## config.mk

```make
export PLATFORM = sky130hd
export DESIGN_NAME = ddr_cmd_scheduler
export DESIGN_NICKNAME = d
export VERILOG_FILES = /design/src/rtl/type_pkg.sv /design/src/rtl/rr_arbiter.sv /design/src/rtl/ddr_cmd_scheduler.sv
export SDC_FILE = /design/constraint.sdc
export NUM_CORES = 1
export LEC_CHECK = 0
export CORE_AREA = 5 5 114 83
export DETAILED_ROUTE_END_ITERATION = 8
export DIE_AREA = 0 0 119 88
export GPL_TIMING_DRIVEN = 0
export PLACE_DENSITY = 0.75
export SYNTH_ARGS = -nofsm -noshare
export SYNTH_HDL_FRONTEND = slang
export SYNTH_SLANG_ARGS = --single-unit
```

## constraint.sdc

```tcl
create_clock -name clk -period 4.1 [get_ports clk]
set_clock_uncertainty 0.05 [all_clocks]
set_input_delay 1.025 -clock clk [delete_from_list [all_inputs] [get_ports clk]]
set_output_delay 1.025 -clock clk [all_outputs]
set_load 0.02 [all_outputs]
```

## src/rtl/type_pkg.sv

```systemverilog
// Shared DDR encodings used by the scheduler and the bank monitors.
// Every command is driven as {CS,RAS,CAS,WE}. Bank readiness comes from the per-bank monitors.
package type_pkg;

  typedef enum logic [3:0] {
    CMD_MRS        = 4'b0000,
    CMD_REFRESH    = 4'b0001,
    CMD_PRECHARGE  = 4'b0010,
    CMD_ACTIVE     = 4'b0011,
    CMD_WRITE      = 4'b0100,
    CMD_READ       = 4'b0101,
    CMD_BURST_TERM = 4'b0110,
    CMD_NOP        = 4'b0111,
    CMD_DESELECT   = 4'b1111
  } commands_t;

  typedef enum logic [1:0] {
    BANK_NOT_READY   = 2'd0,
    BANK_READ_READY  = 2'd1,
    BANK_WRITE_READY = 2'd2,
    BANK_FULL_READY  = 2'd3
  } bank_status_t;

  typedef enum logic [1:0] {
    BURST_2 = 2'd1,
    BURST_4 = 2'd2,
    BURST_8 = 2'd3
  } burst_size_t;

  typedef enum logic [1:0] {
    INIT      = 2'd0,
    INIT_WAIT = 2'd1,
    RUN       = 2'd2
  } sched_state_t;

endpackage

```

## src/rtl/rr_arbiter.sv

```systemverilog
// Round-robin pick: grants the first set request at or after ptr, wrapping.
// Returns both a one-hot grant and the winner index.
module rr_arbiter #(
  parameter int NREQ = 2,
  parameter int IW   = (NREQ > 1) ? $clog2(NREQ) : 1
) (
  input  logic [NREQ-1:0] req,
  input  logic [IW-1:0]   ptr,
  output logic [NREQ-1:0] gnt,
  output logic [IW-1:0]   idx,
  output logic            any
);

  always_comb begin
    int j;
    gnt = '0;
    idx = '0;
    any = 1'b0;
    j   = 0;
    for (int k = 0; k < NREQ; k++) begin
      j = int'(ptr) + k;
      if (j >= NREQ) j = j - NREQ;
      if (!any && req[j]) begin
        any    = 1'b1;
        gnt[j] = 1'b1;
        idx    = IW'(j);
      end
    end
  end

endmodule

```

## src/rtl/ddr_cmd_scheduler.sv

```systemverilog
// DDR command scheduler: MRS init, round-robin request latch, and an open-row table per bank.
// Commands are gated on monitor status and driven combinationally in the cycle they are decided.
module ddr_cmd_scheduler
  import type_pkg::*;
#(
  parameter int               NREQ      = 2,
  parameter int               ROW_W     = 13,
  parameter int               COL_W     = 10,
  parameter logic [ROW_W-1:0] MODE_WORD = 'h0030
) (
  input  logic                       clk,
  input  logic                       rst,
  input  logic [NREQ-1:0]            req_valid,
  input  logic [NREQ-1:0]            req_write,
  input  logic [NREQ-1:0][1:0]       req_bank,
  input  logic [NREQ-1:0][ROW_W-1:0] req_row,
  input  logic [NREQ-1:0][COL_W-1:0] req_col,
  output logic [NREQ-1:0]            req_grant,
  input  bank_status_t [3:0]         bank_status,
  output logic                       CS,
  output logic                       RAS,
  output logic                       CAS,
  output logic                       WE,
  output logic [1:0]                 B,
  output logic [ROW_W-1:0]           A
);

  localparam int IW = (NREQ > 1) ? $clog2(NREQ) : 1;

  sched_state_t state_q, state_d;
  logic                   lat_vld_q;
  logic                   lat_write_q;
  logic [1:0]             lat_bank_q;
  logic [ROW_W-1:0]       lat_row_q;
  logic [COL_W-1:0]       lat_col_q;
  logic [IW-1:0]          lat_idx_q;
  logic [NREQ-1:0]        lat_gnt_q;
  logic [IW-1:0]          rr_ptr_q;
  logic [3:0]             open_vld_q;
  logic [3:0][ROW_W-1:0]  open_row_q;

  logic [NREQ-1:0] arb_gnt;
  logic [IW-1:0]   arb_idx;
  logic            arb_any;

  commands_t        cmd;
  logic [1:0]       b_d;
  logic [ROW_W-1:0] a_d;
  bank_status_t     st;
  logic             do_latch, do_act, do_pre, do_rw;

  rr_arbiter #(.NREQ(NREQ), .IW(IW)) u_arb (
    .req (req_valid),
    .ptr (rr_ptr_q),
    .gnt (arb_gnt),
    .idx (arb_idx),
    .any (arb_any)
  );

  always_comb begin
    cmd      = CMD_NOP;
    b_d      = '0;
    a_d      = '0;
    state_d  = state_q;
    do_latch = 1'b0;
    do_act   = 1'b0;
    do_pre   = 1'b0;
    do_rw    = 1'b0;
    st       = bank_status[lat_bank_q];
    case (state_q)
      INIT: begin
        cmd     = CMD_MRS;
        a_d     = MODE_WORD;
        state_d = INIT_WAIT;
      end
      INIT_WAIT: begin
        if (bank_status[0] == BANK_FULL_READY) state_d = RUN;
      end
      RUN: begin
        if (!lat_vld_q) begin
          do_latch = arb_any;
        end else if (!open_vld_q[lat_bank_q]) begin
          if (st == BANK_FULL_READY) begin
            cmd    = CMD_ACTIVE;
            b_d    = lat_bank_q;
            a_d    = lat_row_q;
            do_act = 1'b1;
          end
        end else if (open_row_q[lat_bank_q] != lat_row_q) begin
          if (st == BANK_FULL_READY) begin
            cmd    = CMD_PRECHARGE;
            b_d    = lat_bank_q;
            do_pre = 1'b1;
          end
        end else if (!lat_write_q) begin
          if (st == BANK_FULL_READY || st == BANK_READ_READY) begin
            cmd   = CMD_READ;
            b_d   = lat_bank_q;
            a_d   = ROW_W'(lat_col_q);
            do_rw = 1'b1;
          end
        end else if (st == BANK_FULL_READY || st == BANK_WRITE_READY) begin
          cmd   = CMD_WRITE;
          b_d   = lat_bank_q;
          a_d   = ROW_W'(lat_col_q);
          do_rw = 1'b1;
        end
      end
      default: state_d = INIT;
    endcase
  end

  // Reset forces the bus idle immediately, without waiting for a clock edge
  assign {CS, RAS, CAS, WE} = rst ? CMD_NOP : cmd;
  assign B         = rst ? 2'b00 : b_d;
  assign A         = rst ? '0 : a_d;
  assign req_grant = (do_rw && !rst) ? lat_gnt_q : '0;

  always_ff @(posedge clk or posedge rst) begin
    if (rst) begin
      state_q    <= INIT;
      lat_vld_q  <= 1'b0;
      rr_ptr_q   <= '0;
      open_vld_q <= '0;
    end else begin
      state_q <= state_d;
      if (do_latch)   lat_vld_q <= 1'b1;
      else if (do_rw) lat_vld_q <= 1'b0;
      if (do_rw) rr_ptr_q <= (lat_idx_q == IW'(NREQ - 1)) ? '0 : lat_idx_q + IW'(1);
      if (do_act) open_vld_q[lat_bank_q] <= 1'b1;
      if (do_pre) open_vld_q[lat_bank_q] <= 1'b0;
    end
  end

  always_ff @(posedge clk) begin
    if (do_latch) begin
      lat_write_q <= req_write[arb_idx];
      lat_bank_q  <= req_bank[arb_idx];
      lat_row_q   <= req_row[arb_idx];
      lat_col_q   <= req_col[arb_idx];
      lat_idx_q   <= arb_idx;
      lat_gnt_q   <= arb_gnt;
    end
    if (do_act) open_row_q[lat_bank_q] <= lat_row_q;
  end

endmodule

```

---- Yosys cells after proc, flatten, opt, wreduce, memory -nomap -nowiden ----
Index checks and enable logic that the tools add are counted.
operators by class
  divide/modulo/power cells ............... 0
  mux-type cells .......................... 90
  shifts and indexed selects .............. 0
  $mul .................................... 0
  equality and inequality tests ........... 8
  bitwise operators ....................... 5
  $lt $le $gt $ge ......................... 9
  add/subtract/negate cells ............... 4
  reduce and logical (&&, ||, !) cells .... 12
operator list
  kind                     number
  $mux W13                 10
  $ge A32 B1 Y1 const B    2
  $lt A32 B3 Y1 const B    2
  $mux W32                 2
  $bwmux W52               1
  $mux W10                 4
  $mux W1                  36
  $mux W2                  18
  $ge A32 B3 Y1 const B    1
  $sub A32 B3 Y32 const B  1
  $mux W4                  7
  $bmux W13 S2             1
  $demux W13 S2            1
  $pmux W13 S2             1
  $ne A13 B13 Y1           1
  $eq A2 B2 Y1 const B     4
  $pmux W4 S2              1
  $mux W3                  2
  $pmux W2 S3              1
  $logic_and A1 B1 Y1      5
  $and A4 B4 Y4            1
  $bmux W2 S2              1
  $eq A2 B1 Y1 const B     2
  $not A4 Y4               1
  19 further kinds         22
word-level totals
  memories kept ........................... 0
  memory bits (writable) .................. 0
  bits of input ports ..................... 64
  flip-flop bits (word level) ............. 89
  memory bits (read-only) ................. 0
  latch bits .............................. 0
  logic and storage cells ................. 142

---- Logic depth before layout (Yosys ltp) ----
Gate-level depths: netlist (run 1).
  depth in word-level cells ............... 12
  gate-level depth with buffers ........... 8

---- Modules after synthesis ----
A second synthesis (run 1) with hierarchy kept.
second synthesis, totals
  cells, all modules ...................... 251
  area, all modules ....................... 4096.4 um2
by module, submodules not included
  module             area each (um2)  seq. area each (um2)  cells an instance  instances
  ddr_cmd_scheduler  4063.9           2632.5                246                1
  rr_arbiter         32.5             0.0                   5                  1

---- Worst setup path after synthesis (run 1) ----
No wires, ideal clock.
  path type ............................... register -> output
  start ................................... register lat_bank_q[0]
  end ..................................... output B[0]
  slack ................................... 0.427 ns
  cell stages (with the launch flop) ...... 8
  required time ........................... 3.025 ns
  buffers on the path ..................... 1
  arrival time ............................ 2.598 ns
  cells stage by stage .................... edfxtp_1 buf_6 mux4_1 xnor2_1 nand3_1 nor4_4 nand3_1 a211oi_1
on the way
  cells in the longest elaborated chain, start to end .. 11
ends and longest elaborated chain
  what                                   line                                               text
  start, declared                        ddr_cmd_scheduler.sv:33                            logic [1:0] lat_bank_q;
  start signal, assigned                 ddr_cmd_scheduler.sv:138                           lat_bank_q <= req_bank[arb_idx];
  $bmux W2 S2                            ddr_cmd_scheduler.sv:69                            st = bank_status[lat_bank_q];
  $mux W2 (implied by the code)          ddr_cmd_scheduler.sv:69
  $eq A2 B2 Y1 (tied with other cells)   -
  $logic_or A1 B1 Y1 (on tied branches)  ddr_cmd_scheduler.sv:96, ddr_cmd_scheduler.sv:102
  $mux W2 (on tied branches)             ddr_cmd_scheduler.sv:96, ddr_cmd_scheduler.sv:102
  $mux W2                                ddr_cmd_scheduler.sv:95                            end else if (!lat_write_q) begin
  $mux W2                                ddr_cmd_scheduler.sv:89                            end else if (open_row_q[lat_bank_q] != lat_row_q) begin
  $mux W2 *                              ddr_cmd_scheduler.sv:82                            end else if (!open_vld_q[lat_bank_q]) begin
  $mux W2 *                              ddr_cmd_scheduler.sv:80                            if (!lat_vld_q) begin
  $mux W2 *                              ddr_cmd_scheduler.sv:70                            case (state_q)
  $mux W2 *                              ddr_cmd_scheduler.sv:115                           assign B = rst ? 2'b00 : b_d;
  end, declared                          ddr_cmd_scheduler.sv:24                            output logic [1:0] B,
Every way passes the cells marked *; elsewhere a longest branch is shown, timed or not. The select of a mux whose other input is x is not followed.

---- Worst setup path in the final report (run 1) ----
  start ................................... register lat_bank_q[0]
  end ..................................... output B[1]
Same word-level chain as after synthesis.

==> summary.txt, run 1 <==
Worst setup path
  – Beginning of the worst register-to-register path: lat_bank_q[1]$_DFFE_PP_
  – Register-to-register setup slack: approximately 860 ps
  – Type of destination of the critical path: output pin
  – Worst R2R Path Depth: 4
  – Worst Setup Start Kind: flop
  – Most numerous cell on the critical path: buf_4
  – Worst path max stage delay: approximately 460 ps
  – CP max stage cell: edfxtp_1
  – Capturing point of the worst reg2reg path: open_row_q[20]$_DFFE_PP_
  – Data required time at the worst endpoint: ~3000 ps
  – CP max FO: 3
  – Cell breakdown of the critical path: buf_6 -> buf_4 -> mux4_2 -> xnor2_2 -> nand4_1 -> nor4_4 -> buf_4 -> nand3_4 -> a211oi_2 -> buf_4
  – Type of the setup path with the least slack: flop to output pin
  – Signal arrival time at the worst endpoint: approximately 3100 ps

Routing
  – Number of nets still failing antenna checks after routing: 0
  – Detail-routed net length per standard cell: ~19 um
  – Number of vias in the routed layout: around 2900
  – First-pass DRT Iterations: 4
  – Post-DR vias/cell: ~5.5
  – DRC: 0
  – Detailed router's first-iteration violation count: a little over 200
  – Total detailed-routing wirelength: 9902 um

Cells and area
  – Area growth syn-to-layout: 39.47%
  – Non-filler cells, final: between 500 and 600
  – Final net count: 485
  – Non-Filler Cell Area, Final: ~0.0057 sq mm
  – Proportion of layout cells with a drive suffix above 1: 0.2512
  – Antenna diode count: 0

CTS
  – Clock input transition at the sequential cells of the worst setup and hold paths: roughly 60 ps
  – Clock latency of the later-clocked register in the worst-skew pair: 330 ps
  – CTS Root Cell: clkbuf_16
  – CTS sink cnt: 89
  – Clock tree from TritonCTS: built
  – CTS Buffer Depth: 2
  – H-tree levels: 3
  – Number of CTS-inserted buffers: 9

Logic synthesis
  – Count of distinct cell types in the synthesized netlist: 36
  – Share of cell area taken by muxes after synthesis: 0.1158
  – Ys async rst share: 0.08989
  – Post-synth top area cell: edfxtp_1
  – Synthesized-area fraction occupied by ao, oa, aoi and oai cells: 0.04400
  – Post-Synth XOR/XNOR Area: 0.02780
  – Number of enable flip-flop cells after synthesis: between 80 and 90
  – Most frequent cell after synthesis: nand2_1
  – Commonest cells post-synth: 84 x nand2_1, 81 x edfxtp_1, 13 x xnor2_1
  – Post-Synthesis Net Count: about 370
  – Area of the mapped netlist: 0.004095 sq mm
  – Mapped Avg Cell Area: between 10 and 15 sq um
  – Synth Area in Adders: 0
  – Dominant combinational cell family by area after synthesis: simple AND/OR/NAND/NOR gates
  – Top cells by area, synth: edfxtp_1 59%, nand2_1 7.7%, mux4_2 6.0%
  – Post-synthesis share of cell area spent on and, or, nand and nor gates: 0.1427
  – Flip-flop cell with the highest count after synthesis: edfxtp_1
  – Post-synthesis register bit count: slightly below 90
  – Sequential cell area fraction in the yosys report: 0.6428
  – Area share of the largest cell type after synthesis: 0.5940
  – YS warnings: 0
  – Number of instances in the synthesized netlist: between 300 and 400

Pwr
  – Switching power: 0.4206 mW
  – Relative contribution of the clock network to total power: 0.384
  – Maximum resistive drop on vdd: roughly 0.00019 V
  – Internal Pwr Total: 1.527 mW
  – Cell area power density: ~340 mW/mm^2
  – Comb pwr share: 0.097
  – Static leakage: between 2 and 2.5 nW
  – Sequential group share of total power: 0.520
  – Switching power as a share of total power: 0.2160

Placed design
  – IO buf count: between 80 and 90
  – Number of placed instances, taps included: 497
  – DP Wirelength: about 7000 um
  – Weighted congestion reported at the end of routability-driven placement: 0.8743
  – Placed instance area: approximately 0.0051 sq mm
  – Worst slack, placed: -648.3 ps

STA
  – Period utilization: 1.026
  – Count of pins over their slew limit: 0
  – Final number of hold-violating endpoints: 0
  – Post-layout minimum cycle time: between 4000 and 5000 ps
  – Number of setup violations in the final report: 14
  – Peak clock frequency supported by timing: ~0.24 GHz
  – Setup total negative slack: -987.9 ps
  – Unrepaired setup endpoints after global routing: yes
  – Worst relative slew slack: 0.1171
  – Worst path setup slack after routing: -108.2 ps
  – Pin slew with the least headroom to its limit: 1320 ps

Run
  – Max-cap violation count: 0

Global routing
  – First-pass GRT wire length: 15110 um
  – GRT Total Usage: 0.1907
  – Via count of the first global-routing pass: between 2000 and 3000
  – Pin count of the biggest net entering global routing: 15
  – Antenna violations before repair: 0
  – Grt ovf: 0

Status
  – Violations in the final reports: setup timing
  – Status: finished, violations left

Floorplan
  – Site row count: 28
  – Vert. Die Dim: between 80 and 90 um
  – Initial Utilization: 0.4953
  – I/O pin count: 85
  – Core region area: a little over 0.008 sq mm
  – Die boundary width: roughly 120 um
  – Die Area: between 0.01 and 0.015 sq mm

Hold path
  – Endpoint with the worst hold slack: rr_ptr_q$_DFFE_PP0P_
  – Type of the most critical hold path: flop to flop
  – Cell depth of the worst min-delay path: 1
  – Worst Hold Launch: lat_idx_q$_DFFE_PP_
-- power groups by stage --
stage	combinational [mW]	sequential, mW	clock (mW)
after global routing	0.204	1.01	0.810
final	0.188	1.01	0.747
after detailed placement	0.177	1.03	0
after global placement	0.174	1.03	0
after floorplan	0.0833	1.03	0
after CTS	0.174	1.01	0.760
-- routing by layer --
| metal | global-route usage | up-vias | part of all wire |
|---|---|---|---|
| met1 | 0.2479 | 1398 | 0.43 |
| met5 | 0 | - | 0 |
| met4 | 0.04522 | 0 | 0.0093 |
| met3 | 0.07811 | 11 | 0.081 |
| met2 | 0.3039 | 130 | 0.48 |
| li1 | - | 1359 | - |
-- layout by cell type (no fill, tap or decap), types with 3 or more instances in the layout --
| master | Yosys | layout |
|---|---|---|
| nand2_1 | 84 | 84 |
| edfxtp_1 | 81 | 81 |
| clkdlybuf4s50_1 | 0 | 61 |
| buf_4 | 4 | 22 |
| buf_6 | 1 | 20 |
| mux4_2 | 11 | 12 |
| nor2_1 | 12 | 12 |
| clkbuf_16 | 0 | 9 |
| inv_1 | 9 | 8 |
| dfrtp_1 | 8 | 8 |
| clkbuf_1 | 6 | 7 |
| xnor2_1 | 13 | 7 |
| a21oi_1 | 7 | 7 |
| xnor2_2 | 0 | 6 |
| mux4_1 | 7 | 6 |
| nand3_1 | 9 | 6 |
| a22o_2 | 6 | 6 |
| nand4_1 | 5 | 5 |
| dlygate4sd2_1 | 0 | 5 |
| nor3_2 | 0 | 4 |
| or2_2 | 3 | 3 |
| buf_8 | 0 | 3 |
| nand2b_1 | 3 | 3 |
| clkinvlp_4 | 0 | 3 |
| and2_1 | 5 | 3 |
-- metrics by stage --
step | hold slack, ps | total power [mW] | util
floorplan | 348.4 | 1.110 | -
global placement | 354.3 | 1.203 | 0.6117
detailed placement | 363.8 | 1.208 | 0.6214
CTS | 372.4 | 1.946 | 0.6665
global route | 389.9 | 2.028 | 0.6908
finish | 366.9 | 1.947 | 0.6908
-- state kept, by name, summed over array words and instances (netlist names) --
signal       count
lat_row_q       13
state_q          2
lat_gnt_q        2
lat_write_q      1
lat_idx_q        1
lat_col_q       10
open_vld_q       4
rr_ptr_q         1
lat_vld_q        1
open_row_q      52
lat_bank_q       2
-- area by class of cell --
cell class                 instances  area (sq um)
sequential                        89          2633
fill                             547          2556
multi-input combinational        193          1498
timing repair buffer             106          1051
clock buffer                      12         246.5
tap                              105         131.4
buffer                            12         82.58
inverter                          10         41.29
clock inverter                     4         28.78
-- worst max path at each step --
| stage | startpoint | endpoint | cells past startpoint |
|---|---|---|---|
| after floorplan | lat_bank_q[0]$_DFFE_PP_ | B[0] | 7 |
| after global placement | req_valid[1] | lat_row_q[8]$_DFFE_PP_ | 3 |
| after detailed placement | bank_status[0] | A[5] | 8 |
| after CTS | lat_bank_q[0]$_DFFE_PP_ | A[4] | 12 |
| after global routing | lat_bank_q[0]$_DFFE_PP_ | A[1] | 10 |
| final | lat_bank_q[0]$_DFFE_PP_ | B[1] | 10 |
-- worst max-delay path: cells and delay by family (launching register included) --
kind / cells / cell delay, ps
AO/OA/AOI/OAI: 1 / 270
XOR/XNOR: 1 / 190
buffers and inverters: 4 / 680
flip-flops: 1 / 460
multiplexers: 1 / 450
AND/OR/NAND/NOR: 3 / 740
-- kinds of logic (layout without fill, tap and decap cells) --
family          after synthesis  after routing
simple gates                132            132
flops                        89             89
compound gates               25             25
mux                          22             22
buf+inv                      22            144
xor+xnor                     13             13
other cells                   1              1
-- what timing repair did --
item / 4_1_cts / 5_1_grt
hold buffers: 0 / 0
setup buffers: 15 / 4
endpoints found under the setup margin: 20 / 18
resized for setup: 93 / 49
pin swaps: 8 / 7
Power figures use the tool's default switching activity.
==> run 2, diff against run 1 <==
--- a/config.mk
+++ b/config.mk
@@ -5,11 +5,12 @@
 export SDC_FILE = /design/constraint.sdc
 export NUM_CORES = 1
 export LEC_CHECK = 0
-export CORE_AREA = 5 5 114 83
+export CORE_AREA = 5 5 112 82
+export CTS_BUF_LIST = sky130_fd_sc_hd__clkbuf_2
 export DETAILED_ROUTE_END_ITERATION = 8
-export DIE_AREA = 0 0 119 88
+export DIE_AREA = 0 0 117 87
 export GPL_TIMING_DRIVEN = 0
-export PLACE_DENSITY = 0.75
+export PLACE_DENSITY = 0.78
 export SYNTH_ARGS = -nofsm -noshare
 export SYNTH_HDL_FRONTEND = slang
 export SYNTH_SLANG_ARGS = --single-unit
==> summary.txt, run 2 (synthesis gave the netlist of run 1 again) <==
Status
  – Status: finished, violations left
  – Violations in the final reports: setup timing

Worst setup path
  – CP max FO: 10 (+7)
  – Type of the setup path with the least slack: flop to output pin
  – Type of destination of the critical path: output pin
  – CP max stage cell: mux4_1
  – Beginning of the worst register-to-register path: lat_bank_q[0]$_DFFE_PP_
  – Capturing point of the worst reg2reg path: open_row_q[18]$_DFFE_PP_
  – Most numerous cell on the critical path: buf_6
  – Kind of cell adding the most delay to the critical path: simple AND/OR/NAND/NOR gates
  – Register-to-register setup slack: 810 ps (-50 ps)
  – Signal arrival time at the worst endpoint: 3250 ps (+120 ps)
  – Worst Setup Start Kind: flop
  – Data required time at the worst endpoint: 3020 ps (about the same)
  – Cell breakdown of the critical path: buf_6 -> mux4_1 -> xnor2_1 -> nand4_1 -> buf_6 -> nor4_4 -> and4_4 -> a22o_1 -> buf_6
  – Crit path buffers/inverters: 3 (-1)
  – Worst path max stage delay: 570 ps (+110 ps)
  – Worst R2R Path Depth: 6 (+2)

CTS
  – Clock tree from TritonCTS: built
  – Number of CTS-inserted buffers: 9 (unchanged)
  – CTS sink cnt: 89 (unchanged)
  – CTS Buffer Depth: 2 (unchanged)
  – Clock input transition at the sequential cells of the worst setup and hold paths: 230 ps (+170 ps)
  – Count of hold buffers inserted by post-cts repair: 0 (unchanged)
  – Clock latency of the later-clocked register in the worst-skew pair: 510 ps (+180 ps)
  – CTS Root Cell: clkbuf_2
  – H-tree levels: 3 (unchanged)

Pwr
  – Static leakage: 2.102 nW (-3.0%)
  – Maximum resistive drop on vdd: 0.0001737 V (-7.8%)
  – Cell area power density: 294.9 mW/mm^2 (-13%)
  – Total design power: 1.636 mW (-16%)

STA
  – Post-layout minimum cycle time: 4321 ps (+112.7 ps)
  – Final number of hold-violating endpoints: 0 (unchanged)
  – Unrepaired setup endpoints after global routing: yes
  – Pin slew with the least headroom to its limit: 1281 ps (-38.83 ps)
  – Period utilization: 1.054 (+0.02749)
  – Setup total negative slack: -3115 ps (-2127 ps)
  – Worst hold margin: 396.0 ps (+29.11 ps)
  – Number of setup violations in the final report: 17 (+3)
  – Worst path setup slack after routing: -220.9 ps (-112.7 ps)
  – Count of pins over their slew limit: 0 (unchanged)
  – Peak clock frequency supported by timing: 0.2314 GHz (-2.6%)
  – Worst relative slew slack: 0.1430 (+0.02598)

Floorplan
  – Site row count: 28 (unchanged)
  – I/O pin count: 85 (unchanged)
  – Die Area: 0.01018 sq mm (-2.8%)
  – Initial Utilization: 0.5038 (+0.008540)
  – Die boundary width: 117 um (-1.7%)
  – Vert. Die Dim: 87 um (-1.1%)
  – Core region area: 0.008128 sq mm (-1.7%)

Global routing
  – Grt ovf: 0 (unchanged)
  – GRT Total Usage: 0.2071 (+0.01642)
  – First-pass GRT wire length: 15640 um (+3.5%)
  – Antenna violations before repair: 0 (unchanged)
  – Pin count of the biggest net entering global routing: 16 (+1)
  – Via count of the first global-routing pass: 3067 (+4.1%)

Cells and area
  – Largest Register: open_row_q
  – Registers with the highest flip-flop counts: open_row_q: 52 flops, lat_row_q: 13 flops, lat_col_q: 10 flops
  – Non-filler cells, final: 531 (unchanged)
  – Final net count: 485 (unchanged)
  – Proportion of layout cells with a drive suffix above 1: 0.2582 (+0.007042)
  – Antenna diode count: 0 (unchanged)
  – Post-route core utilization: 0.6824 (-0.008409)
  – Max reg flops: 52 (unchanged)
  – Area taken by multi-input logic gates: 0.001505 sq mm (+0.50%)
  – Area growth syn-to-layout: 35.44%
  – Storage cell area: 0.002633 sq mm (unchanged)
  – Non-Filler Cell Area, Final: 0.005547 sq mm (-2.9%)
  – Most frequent cells in the layout: 83 x nand2_1, 81 x edfxtp_1, 63 x clkdlybuf4s50_1, 24 x buf_6, 21 x buf_4
  – # fillers: 560 (+2.4%)
  – Most common cell after layout, fill and taps aside: nand2_1

Hold path
  – Cell depth of the worst min-delay path: 1 (unchanged)
  – Worst Hold Launch: lat_idx_q$_DFFE_PP_
  – Endpoint with the worst hold slack: rr_ptr_q$_DFFE_PP0P_
  – Type of the most critical hold path: flop to flop

Placed design
  – Placed instance area: 0.005137 sq mm (unchanged)
  – DP Wirelength: 6926 um (-1.3%)
  – Worst slack, placed: -623.6 ps (+24.70 ps)
  – IO buf count: 83 (unchanged)
  – Weighted congestion reported at the end of routability-driven placement: 0.8839 (+1.1%)
  – Number of placed instances, taps included: 497 (unchanged)

Routing
  – Total detailed-routing wirelength: 9942 um (+0.40%)
  – Number of vias in the routed layout: 2912 (+0.48%)
  – Number of nets still failing antenna checks after routing: 0 (unchanged)
  – Post-DR vias/cell: 5.484 (+0.48%)
  – DRC: 0 (unchanged)
  – First-pass DRT Iterations: 5 (+1)
  – Detailed router's first-iteration violation count: 209 (+3.0%)
  – Detail-routed net length per standard cell: 18.72 um (+0.40%)

Run
  – Max-cap violation count: 0 (unchanged)
-- run 2: routing by layer --
| layer | GRT usage | part of all wire |
|---|---|---|
| met1 | 0.2757 | 0.41 |
| met2 | 0.3252 | 0.48 |
| met3 | 0.07847 | 0.093 |
| met4 | 0.05104 | 0.017 |
| met5 | 0 | 0 |
-- run 2: power breakdown --
| group | leakage, nW | internal (mW) | total [mW] | switching (mW) |
|---|---|---|---|---|
| combinational | 1.22 | 0.113 | 0.206 | 0.0932 |
| sequential | 0.816 | 0.998 | 1.01 | 0.0136 |
| clock | 0.0693 | 0.140 | 0.419 | 0.278 |
| total | 2.10 | 1.25 | 1.64 | 0.385 |
-- run 2: worst max-delay path by stage --
| stage | from | endpoint | slack (ps) | cells after the start |
|---|---|---|---|---|
| after floorplan | lat_bank_q[0]$_DFFE_PP_ | B[0] | 430 | 7 |
| after global placement | req_valid[1] | lat_row_q[3]$_DFFE_PP_ | -690 | 3 |
| after detailed placement | bank_status[0] | A[4] | -620 | 8 |
| after CTS | lat_bank_q[0]$_DFFE_PP_ | CAS | -230 | 9 |
| after global routing | lat_bank_q[0]$_DFFE_PP_ | A[0] | -370 | 10 |
| final | lat_bank_q[0]$_DFFE_PP_ | A[0] | -220 | 9 |
-- run 2: layout make-up --
type	instances	area share
clock inverters	6	0.01083
flip-flops and latches	89	0.4746
well taps	105	0.02369
clock buffers	10	0.009023
repair buffers	107	0.1902
plain buffers	11	0.01286
multi-input cells	193	0.2714
inverters	10	0.007444
-- run 2: timing repair --
action	CTS	global route
buffers inserted	9	9
gates cloned	1	0
pin swaps	10	16
resized for setup	120	21
endpoints found under the hold margin	0	0
endpoints found under the setup margin	20	20
